<file path="config.mk">
export PLATFORM = sky130hd
export DESIGN_NAME = id_keystroke_encoder_flat
export DESIGN_NICKNAME = d
export VERILOG_FILES = /design/src/rtl/id_keystroke_encoder_if.sv /design/src/rtl/id_keystroke_encoder.sv /design/src/flat_wrapper.sv
export SDC_FILE = /design/constraint.sdc
export NUM_CORES = 1
export LEC_CHECK = 0
export ABC_AREA = 1
export BUFFER_PORTS_ARGS = -buffer_cell sky130_fd_sc_hd__buf_2
export CORE_ASPECT_RATIO = 0.6
export CORE_MARGIN = 2
export CORE_UTILIZATION = 54
export CTS_BUF_LIST = sky130_fd_sc_hd__clkbuf_2
export DETAILED_ROUTE_END_ITERATION = 12
export PLACE_DENSITY = 0.79
export SKIP_LAST_GASP = 1
export SLEW_MARGIN = 20
export SYNTH_ARGS = -nofsm -noshare
export SYNTH_HDL_FRONTEND = slang
export SYNTH_SLANG_ARGS = --single-unit
</file>
<file path="constraint.sdc">
create_clock -name clk -period 2.34 [get_ports clk]
set_clock_uncertainty 0.15 [all_clocks]
set_input_delay 0.702 -clock clk [delete_from_list [all_inputs] [get_ports clk]]
set_output_delay 0.702 -clock clk [all_outputs]
set_load 0.005 [all_outputs]
</file>
<file path="src/rtl/id_keystroke_encoder_if.sv">
// Request/keystroke bundle between a scripted-entry driver and the
// ID keystroke encoder.
interface id_keystroke_encoder_if #(
  parameter int NUM_DIGITS = 7
);
  logic                    start;
  logic [1:0]              mode;
  logic [4*NUM_DIGITS-1:0] id;
  logic [7:0]              key_code;
  logic                    key_on;
  logic                    busy;
  logic                    done;
  logic                    err;

  modport master (
    output start, mode, id,
    input  key_code, key_on, busy, done, err
  );

  modport slave (
    input  start, mode, id,
    output key_code, key_on, busy, done, err
  );
endinterface

</file>
<file path="src/rtl/id_keystroke_encoder.sv">
// Emits a parking ID, Escape or Ctrl+A as a timed PS/2 set-2
// key_code/key_on stream for the ID-entry decoder.
module id_keystroke_encoder #(
  parameter int NUM_DIGITS  = 7,
  parameter int HOLD_CYCLES = 4,
  parameter int GAP_CYCLES  = 4,
  parameter int CNT_W       = 8
) (
  input  logic clk,
  input  logic reset,
  id_keystroke_encoder_if.slave bus
);
  localparam int IDW = 4 * NUM_DIGITS;
  localparam int IW  = $clog2(NUM_DIGITS + 1);

  localparam logic [CNT_W-1:0] HOLD_LAST = CNT_W'(HOLD_CYCLES - 1);
  localparam logic [CNT_W-1:0] GAP_LAST  = CNT_W'(GAP_CYCLES - 1);
  localparam logic [IW-1:0]    IDX_LAST  = IW'(NUM_DIGITS - 1);

  typedef enum logic [1:0] {
    IDLE, PRESS, RELEASE, FINISH
  } state_t;

  state_t           state_q, state_d;
  logic [CNT_W-1:0] cnt_q, cnt_d;
  logic [IW-1:0]    idx_q, idx_d, idx_inc;
  logic             sub_q, sub_d;
  logic [IDW-1:0]   id_q, id_d;
  logic [1:0]       mode_q, mode_d;
  logic [7:0]       code_q, code_d;
  logic             on_q, on_d;
  logic             busy_q, busy_d;
  logic             done_q, done_d;
  logic             err_q, err_d;
  logic             req_ok;
  logic [7:0]       first_code;

  function automatic logic [7:0] digit_code(input logic [3:0] n);
    logic [7:0] c;
    c = 8'h00;
    case (n)
      4'd0: c = 8'h45;
      4'd1: c = 8'h16;
      4'd2: c = 8'h1E;
      4'd3: c = 8'h26;
      4'd4: c = 8'h25;
      4'd5: c = 8'h2E;
      4'd6: c = 8'h36;
      4'd7: c = 8'h3D;
      4'd8: c = 8'h3E;
      4'd9: c = 8'h46;
      default: c = 8'h00;
    endcase
    return c;
  endfunction

  // Digit 0 is the most significant nibble.
  function automatic logic [3:0] nib_at(
    input logic [IDW-1:0] v,
    input logic [IW-1:0]  i
  );
    logic [IDW-1:0] s;
    s = v << {i, 2'b00};
    return s[IDW-1 -: 4];
  endfunction

  function automatic logic all_dec(input logic [IDW-1:0] v);
    logic ok;
    ok = 1'b1;
    for (int k = 0; k < NUM_DIGITS; k++)
      if (v[4*k +: 4] > 4'd9) ok = 1'b0;
    return ok;
  endfunction

  assign idx_inc = idx_q + 1'b1;

  always_comb begin
    req_ok     = 1'b0;
    first_code = 8'h00;
    case (bus.mode)
      2'd0: begin
        req_ok     = all_dec(bus.id);
        first_code = digit_code(bus.id[IDW-1 -: 4]);
      end
      2'd1: begin
        req_ok     = 1'b1;
        first_code = 8'h76;
      end
      2'd2: begin
        req_ok     = 1'b1;
        first_code = 8'h14;
      end
      default: req_ok = 1'b0;
    endcase
  end

  always_comb begin
    state_d = state_q;
    cnt_d   = cnt_q;
    idx_d   = idx_q;
    sub_d   = sub_q;
    id_d    = id_q;
    mode_d  = mode_q;
    code_d  = code_q;
    on_d    = on_q;
    busy_d  = busy_q;
    done_d  = 1'b0;
    err_d   = err_q;
    unique case (state_q)
      IDLE: if (bus.start) begin
        id_d   = bus.id;
        mode_d = bus.mode;
        cnt_d  = '0;
        idx_d  = '0;
        sub_d  = 1'b0;
        if (req_ok) begin
          err_d   = 1'b0;
          busy_d  = 1'b1;
          on_d    = 1'b1;
          code_d  = first_code;
          state_d = PRESS;
        end else begin
          err_d   = 1'b1;
          done_d  = 1'b1;
          state_d = FINISH;
        end
      end
      PRESS: if (cnt_q == HOLD_LAST) begin
        cnt_d = '0;
        // Ctrl+A rolls straight from Ctrl to A without a release.
        if (mode_q == 2'd2 && !sub_q) begin
          sub_d  = 1'b1;
          code_d = 8'h1C;
        end else begin
          on_d    = 1'b0;
          state_d = RELEASE;
        end
      end else begin
        cnt_d = cnt_q + 1'b1;
      end
      RELEASE: if (cnt_q == GAP_LAST) begin
        cnt_d = '0;
        if (mode_q != 2'd0 || idx_q == IDX_LAST) begin
          done_d  = 1'b1;
          busy_d  = 1'b0;
          code_d  = 8'h00;
          state_d = FINISH;
        end else begin
          idx_d   = idx_inc;
          code_d  = digit_code(nib_at(id_q, idx_inc));
          on_d    = 1'b1;
          state_d = PRESS;
        end
      end else begin
        cnt_d = cnt_q + 1'b1;
      end
      FINISH: state_d = IDLE;
      default: state_d = IDLE;
    endcase
  end

  always_ff @(posedge clk) begin
    if (reset) begin
      state_q <= IDLE;
      cnt_q   <= '0;
      idx_q   <= '0;
      sub_q   <= 1'b0;
      id_q    <= '0;
      mode_q  <= 2'd0;
      code_q  <= 8'h00;
      on_q    <= 1'b0;
      busy_q  <= 1'b0;
      done_q  <= 1'b0;
      err_q   <= 1'b0;
    end else begin
      state_q <= state_d;
      cnt_q   <= cnt_d;
      idx_q   <= idx_d;
      sub_q   <= sub_d;
      id_q    <= id_d;
      mode_q  <= mode_d;
      code_q  <= code_d;
      on_q    <= on_d;
      busy_q  <= busy_d;
      done_q  <= done_d;
      err_q   <= err_d;
    end
  end

  assign bus.key_code = code_q;
  assign bus.key_on   = on_q;
  assign bus.busy     = busy_q;
  assign bus.done     = done_q;
  assign bus.err      = err_q;
endmodule
</file>
<file path="src/flat_wrapper.sv">
// flat-port wrapper written by rule: the top's interface ports become plain ports
module id_keystroke_encoder_flat 
#(
  parameter int NUM_DIGITS  = 7,
  parameter int HOLD_CYCLES = 4,
  parameter int GAP_CYCLES  = 4,
  parameter int CNT_W       = 8
)
  (clk, reset, bus_start, bus_mode, bus_id, bus_key_code, bus_key_on, bus_busy, bus_done, bus_err);
  id_keystroke_encoder_if #(.NUM_DIGITS(NUM_DIGITS)) bus_i ();
  input  logic clk;
  input  logic reset;
  input wire logic [$bits(bus_i.start)-1:0] bus_start;
  input wire logic [$bits(bus_i.mode)-1:0] bus_mode;
  input wire logic [$bits(bus_i.id)-1:0] bus_id;
  output wire logic [$bits(bus_i.key_code)-1:0] bus_key_code;
  output wire logic [$bits(bus_i.key_on)-1:0] bus_key_on;
  output wire logic [$bits(bus_i.busy)-1:0] bus_busy;
  output wire logic [$bits(bus_i.done)-1:0] bus_done;
  output wire logic [$bits(bus_i.err)-1:0] bus_err;
  assign bus_i.start = bus_start;
  assign bus_i.mode = bus_mode;
  assign bus_i.id = bus_id;
  assign bus_key_code = bus_i.key_code;
  assign bus_key_on = bus_i.key_on;
  assign bus_busy = bus_i.busy;
  assign bus_done = bus_i.done;
  assign bus_err = bus_i.err;
  id_keystroke_encoder #(.NUM_DIGITS(NUM_DIGITS), .HOLD_CYCLES(HOLD_CYCLES), .GAP_CYCLES(GAP_CYCLES), .CNT_W(CNT_W)) u_core (.clk(clk), .reset(reset), .bus(bus_i));
endmodule
</file>
==> results of run 1 <==
## cells by family after synthesis
logic type	after synthesis	synth area share (%)
buf+inv	74	9.52
simple gates	209	27.7
xor+xnor	3	1.08
fa+ha+maj	19	7.57
other cells	1	0.119
flops	55	35.0
compound gates	114	19.0
## Yosys cell counts, drive strengths merged
master / n / area share [%]
nand3b: 1 / 0.24
nand3: 25 / 4.0
nor3: 8 / 1.3
buf: 6 / 1.4
o211ai: 2 / 0.48
clkbuf: 10 / 1.2
nor3b: 1 / 0.24
or2: 1 / 0.20
nand4: 2 / 0.40
nand2: 102 / 13
xor2: 2 / 0.80
conb: 1 / 0.12
a211oi: 4 / 0.96
a21oi: 43 / 7.0
and3: 1 / 0.20
o22ai: 2 / 0.40
dfxtp: 55 / 35
inv: 58 / 6.9
ha: 19 / 7.6
o21ai: 60 / 9.6
xnor2: 1 / 0.28
nor2: 68 / 8.4
a31oi: 3 / 0.60
## flip-flops by register name, summed over array words and instances, names as in the netlist
name                 count
u_core.bus.busy          1
u_core.bus.done          1
u_core.bus.err           1
u_core.bus.key_code      7
u_core.bus.key_on        1
u_core.cnt_q             8
u_core.id_q             28
u_core.idx_q             3
u_core.mode_q            2
u_core.state_q           2
u_core.sub_q             1
## metrics by stage
| step | worst slack (ns) | cell area [um^2] | cells | hold slack [ns] | TNS [ns] |
|---|---|---|---|---|---|
| final | 0.138 | 3710 | 610 | 0.299 | 0 |
| after global placement | 0.0147 | 3520 | 599 | 0.295 | 0 |
| after floorplan | 0.00388 | 3160 | 475 | 0.279 | 0 |
| after detailed placement | -0.0324 | 3520 | 599 | 0.300 | -0.124 |
| after CTS | 0.0506 | 3580 | 608 | 0.289 | 0 |
| after global routing | -0.0392 | 3710 | 610 | 0.262 | -0.0556 |
## final timing paths
kind,from,end,slack (ns),cells after the start
worst max-delay path,u_core.state_q[0]$_SDFFE_PP0P_,u_core.bus.key_code[1]$_SDFFE_PP0P_,0.14,10
worst min register to register,u_core.id_q[22]$_SDFFE_PP0P_,u_core.id_q[22]$_SDFFE_PP0P_,0.33,2
worst min-delay path,reset,u_core.bus.err$_SDFFE_PP0P_,0.30,2
worst max register to register,u_core.state_q[0]$_SDFFE_PP0P_,u_core.bus.key_code[1]$_SDFFE_PP0P_,0.14,10
## area by class of cell
type                       instances  area share (%)
multi-input combinational        346            50.1
sequential                        55            29.9
clock inverter                     2           0.438
timing repair buffer              63            10.1
inverter                          58            6.07
clock buffer                       6           0.809
tap                               80            2.70
## what timing repair did
item / in CTS / in global routing
pin swaps: 2 / 12
setup endpoints to repair: 6 / 8
resized for setup: 2 / 29
setup buffers: 1 / 2
## power breakdown
group | internal, mW | switching, mW | total (mW) | leakage, nW
Sequential | 1.18 | 0.111 | 1.29 | 0.454
Combinational | 0.739 | 1.30 | 2.04 | 1.23
Clock | 0.0822 | 0.318 | 0.400 | 0.0296
## metal layers
metal | vias to the layer above | wire, um
met5 | - | 0
met2 | 125 | 3320
met3 | 6 | 696
li1 | 1638 | -
met4 | 0 | 40
met1 | 1488 | 4020
==> summary.md, run 1 <==
| Metric | Value |
|---|---|
| N_diodes | 0 |
| Routed Antenna Nets | 0 |
| Total Wirelength | between 8 and 9 mm |
| Share of cells above drive strength 1 | between 20% and 30% |
| Power after layout | approximately 3.7 mW |
| Seq/Total Area, Yosys | between 30% and 40% |
| Largest net degree at the start of global routing | 30 |
| Port Buffers | between 40 and 50 |
| Minimum clock period after layout | ~2.2 ns |
| Die ar. | between 6000 and 7000 um^2 |
| Sink Count | 55 |
| CTS root buf | clkbuf_2 |
| Mapped Nets | 527 |
| Vias per inst | 5.34 |
| Slowest stage delay, CP | about 0.43 ns |
| Max Cap Violations | 0 |
| Routed len/inst | ~13 um |
| Total Routing Usage GR | 25.9% |
| WP data required | about 2.6 ns |
| Antenna violations before repair | 0 |
| Met1 Use GR | 40.8% |
| Clk_lat worst skew | roughly 0.46 ns |
| First-pass DRT Iterations | 5 |
| Top delay family on crit path | simple AND/OR/NAND/NOR gates |
| Area Overhead vs Synth | 18.1% |
| Met2 Use GR | 37.7% |
| Reg clk slew, reported paths | approximately 0.32 ns |
| Area of the multi-input gates | roughly 1900 um^2 |
| Library cells used by synthesis | 33 |
| Routed vias | ~3.3k |
| Syn Area/Cell | between 6 and 7 um^2 |
| Warnings, synthesis | 0 |
| Most frequent cells in the layout | 93 x nand2_1, 64 x nor2_1, 55 x o21ai_0 |
| First-pass GRT wire length | about 13 mm |
| Chip width | between 100 and 150 um |
| H-tree depth | 2 |
| Area of the core | 5600 um^2 |
| Die height | roughly 63 um |
| Slew Limit Fails | 0 |
| GRT Max-Usage Layer | met1 |
| Synthesized cell area | ~3100 um^2 |
| Global routing usage on met3 | ~4.1% |
| Final setup vio count | 0 |
| Initial core utilization | around 56% |
| Dpl hpwl | a little over 6 mm |
| PwrDens | 1000 nW/um^2 |
| Hold Buf Count CTS | 0 |
| End-of-flow core utilization | roughly 66% |
| Remaining Overflow, GRT | 0 |
| Fillers | a little over 500 |
| Highest fanout seen on the critical path | 13 |
| Mapped Cells | 475 |
| Residual DRC count | 0 |
| CTS buffer count | 5 |
| Max Root-Sink Buffers | 2 |
| Critical path class | flop to flop |
| Final Net Count | a little under 600 |
| Max Clk Rate | 454 MHz |
| VDD IR max | slightly below 0.6 mV |
| Register Area | 1110 um^2 |
| Final Cycle Share | 94.1% |
| Cell mode on critical path | inv_1 |
| Gpl congestion | 0.972 |
| Yosys reg bits | between 50 and 60 |
| Row cnt | 21 |
| Commonest non-fill, non-tap cell in the layout | nand2_1 |
| Buffer and inverter count on the worst path | 3 |
| Unrepaired setup endpoints after global routing | true |
| Hold Fails Final Rpt | 0 |
| Vias in the first global route | 2853 |
| 1st-iter DRT viols | 333 |
| Status | finished clean |
| Startpoint types | flop |
| Worst EP arrival | around 2.4 ns |
| IO Pins | between 40 and 50 |
| Worst path cell trace | inv_1 -> ha_1 -> inv_1 -> nor2_2 -> nor2_4 -> inv_1 -> nor2_2 -> nand2_2 -> nor2_1 -> a21oi_1 |
| CTS tree | yes |
| CP max-delay cell | dfxtp_2 |
| Static leakage | 1.71 nW |
| Worst setup EP type | flop |
| HP Class | primary input to flop |
Power figures use the tool's default switching activity.
==> run 2, diff against run 1 <==
--- a/config.mk
+++ b/config.mk
@@ -6,15 +6,15 @@
 export NUM_CORES = 1
 export LEC_CHECK = 0
 export ABC_AREA = 1
-export BUFFER_PORTS_ARGS = -buffer_cell sky130_fd_sc_hd__buf_2
 export CORE_ASPECT_RATIO = 0.6
 export CORE_MARGIN = 2
-export CORE_UTILIZATION = 54
+export CORE_UTILIZATION = 60
 export CTS_BUF_LIST = sky130_fd_sc_hd__clkbuf_2
 export DETAILED_ROUTE_END_ITERATION = 12
-export PLACE_DENSITY = 0.79
+export DONT_BUFFER_PORTS = 1
+export PLACE_DENSITY = 0.76
 export SKIP_LAST_GASP = 1
-export SLEW_MARGIN = 20
+export SLEW_MARGIN = 15
 export SYNTH_ARGS = -nofsm -noshare
 export SYNTH_HDL_FRONTEND = slang
 export SYNTH_SLANG_ARGS = --single-unit
==> constraint.sdc (replaced) <==
create_clock -name clk -period 2.84 [get_ports clk]
set_clock_uncertainty 0.15 [all_clocks]
set_input_delay 0.852 -clock clk [delete_from_list [all_inputs] [get_ports clk]]
set_output_delay 0.852 -clock clk [all_outputs]
set_load 0.005 [all_outputs]
==> run 2 against run 1 <==
  * Sequential share of layout area is 4.1 points higher
  * Sequential power down 17%
  * Worst hold slack got worse by 0.033 ns
  * Routed wire length shrank 8.7%
  * Register-to-register slack improved by 0.18 ns
  * Global-route usage is 0.23 points higher
  * Combinational power decreased by 33%
  * Maximum frequency down 13%
  * Die area shrank 9.5%
  * Utilization fell by 2.3 points
  * Critical endpoint is now u_core.bus.key_code[5]$_SDFFE_PP0P_
  * Highest routed layer unchanged
==> summary.md, run 2 (synthesized netlist as in run 1, its figures left out) <==
| Metric | Value |
|---|---|
| Global routing usage on met3 | 6.32% (+2.2 points) |
| Final setup vio count | 0 (unchanged) |
| VDD IR max | 0.373 mV (-36%) |
| Total Routing Usage GR | 26.1% (+0.23 points) |
| Post-CTS Setup Repair Bufs | 0 (-1) |
| N_diodes | 0 (unchanged) |
| Startpoint types | flop |
| GRT Max-Usage Layer | met2 |
| Unrepaired setup endpoints after global routing | false |
| Max Cap Violations | 0 (unchanged) |
| Commonest non-fill, non-tap cell in the layout | nand2_1 |
| Slew Limit Fails | 0 (unchanged) |
| Max Clk Rate | 397 MHz (-13%) |
| Worst setup EP type | flop |
| Clk_lat worst skew | 0.45 ns (about the same) |
| Remaining Overflow, GRT | 0 (unchanged) |
| Die height | 60.1 um (-4.8%) |
| Fillers | 484 (-5.5%) |
| Net Sw Power | 1.27 mW (-26%) |
| Met1 Use GR | 38.7% (-2.1 points) |
| H-tree depth | 2 (unchanged) |
| Final Cycle Share | 88.7% (-5.4 points) |
| Rel. slew slack | around two thirds |
| Total Wirelength | 7.38 mm (-8.7%) |
| Worst EP arrival | 2.75 ns (+0.34 ns) |
| Most frequent cells in the layout | 97 x nand2_1, 66 x nor2_1, 57 x o21ai_0 |
| Reg clk slew, reported paths | 0.27 ns (-0.05 ns) |
| CTS root buf | clkbuf_2 |
| WP data required | 3.07 ns (+0.52 ns) |
| Power share of the clock group | 11.0% (+0.2 points) |
| IO Pins | 45 (unchanged) |
| Share of cells above drive strength 1 | 5.49% (-15 points) |
| Status | finished clean |
| Highest fanout seen on the critical path | 12 (-1) |
| Residual DRC count | 0 (unchanged) |
| Routed Antenna Nets | 0 (unchanged) |
| Die ar. | 5850 um^2 (-9.5%) |
| PwrDens | 845 nW/um^2 (-16%) |
| CTS buffer count | 5 (unchanged) |
| Sink Count | 55 (unchanged) |
| Critical path class | flop to flop |
| Internal Power | 1.47 mW (-27%) |
| Routed len/inst | 13.7 um (+3.1%) |
| Port Buffers | 0 (-100%) |
| Area Overhead vs Synth | 2.99% |
| Hold Buf Count CTS | 0 (unchanged) |
| Area of the core | 5050 um^2 (-9.7%) |
| Chip width | 97.4 um (-4.9%) |
| Minimum clock period after layout | 2.52 ns (+0.316 ns) |
| Gpl congestion | 0.909 (-6.4%) |
| Antenna violations before repair | 0 (unchanged) |
| 1st-iter DRT viols | 237 (-29%) |
| Routed vias | 2987 (-8.3%) |
| Post-CTS sizing | 0 (-2) |
| Most flops, register | u_core.id_q |
| Vias in the first global route | 2604 (-8.7%) |
| Dpl hpwl | 5.78 mm (-7.2%) |
| First-pass GRT wire length | 12.1 mm (-9.9%) |
| Met2 Use GR | 39.0% (+1.4 points) |
| Sw Ratio | 46.4% (about the same) |
| CTS tree | yes |
| First-pass DRT Iterations | 4 (-1) |
| Setup TNS | 0 ns (unchanged) |
| Largest register FFs | 28 (unchanged) |
| Vias per inst | 5.53 (+3.6%) |
| HP Class | primary input to flop |
| Row cnt | 20 (-4.8%) |
| Final Net Count | 525 (-9.6%) |
| Initial core utilization | 62.2% (+6.0 points) |
| Actual slew at the worst max-slew pin | around 0.53 ns |
| Max Root-Sink Buffers | 2 (unchanged) |
| Combinational Power Share | 49.9% (-4.8 points) |
| Seq pwr share | 39.1% (+4.5 points) |
| Static leakage | 1.45 nW (-15%) |
| Largest net degree at the start of global routing | 36 (+20%) |
| Power after layout | 2.73 mW (-27%) |
| Hold Fails Final Rpt | 0 (unchanged) |
[run 2: changes by cell type in the layout (fill, tap and decap cells not counted), sizes merged]
cell    before  now
inv         59   58
clkinv       0    2
clkbuf       6    5
buf         63    7
[run 2: final timing paths]
check                                    start                                  end  slack (ns)  depth (start not counted)
setup / recovery  u_core.idx_q[0]$_SDFFE_PP0P_  u_core.bus.key_code[5]$_SDFFE_PP0P_        0.32                         11
hold / removal                           reset         u_core.idx_q[2]$_SDFFE_PP0P_        0.27                          1
setup reg to reg  u_core.idx_q[0]$_SDFFE_PP0P_  u_core.bus.key_code[5]$_SDFFE_PP0P_        0.32                         11
hold reg to reg   u_core.id_q[22]$_SDFFE_PP0P_         u_core.id_q[22]$_SDFFE_PP0P_        0.32                          2
[run 2: through the flow]
| stage | hold WS (ns) | setup slack, ns | utilization, % | instance area [um^2] | std cells |
|---|---|---|---|---|---|
| CTS | 0.250 | 0.334 | 64.0 | 3240 | 540 |
| global placement | 0.290 | 0.382 | 63.2 | 3200 | 532 |
| floorplan | 0.279 | 0.329 | - | 3140 | 475 |
| global route | 0.229 | 0.125 | 64.0 | 3240 | 540 |
| finish | 0.265 | 0.322 | 64.0 | 3240 | 540 |
| detailed placement | 0.296 | 0.376 | 63.2 | 3200 | 532 |
[run 2: cell type report]
| cell class | count | area [um^2] | area share, % |
|---|---|---|---|
| sequential | 55 | 1100 | 34.0 |
| inverter | 58 | 218 | 6.73 |
| clock inverter | 3 | 15.0 | 0.464 |
| tap | 66 | 82.6 | 2.55 |
| clock buffer | 5 | 25.0 | 0.773 |
| timing repair buffer | 7 | 52.6 | 1.62 |
| multi-input combinational | 346 | 1740 | 53.8 |
[run 2: per-layer routing]
metal | wire length, um | vias to the layer above
met5 | 0 | -
met4 | 48 | 0
met3 | 632 | 5
met2 | 2940 | 103
met1 | 3760 | 1350
li1 | - | 1529
[run 2: power groups by stage]
stage               registers (mW)  clock network (mW)  logic, mW
finish                        1.07               0.302       1.36
global route                  1.09               0.337       1.56
CTS                           1.07               0.307       1.35
detailed placement            1.08                   0       1.34
global placement              1.08                   0       1.31
floorplan                     1.06                   0       1.07
[run 2: worst max-delay path, cell delays in order (launching register included)]
cell and delay, ns:
dfxtp_1 0.42, buf_4 0.20, ha_1 0.24, xor2_2 0.31, o211ai_1 0.14, o21ai_1 0.20
inv_1 0.13, ha_1 0.22, nor3_1 0.21, o21ai_1 0.09, nor2_1 0.09, nor2_1 0.04
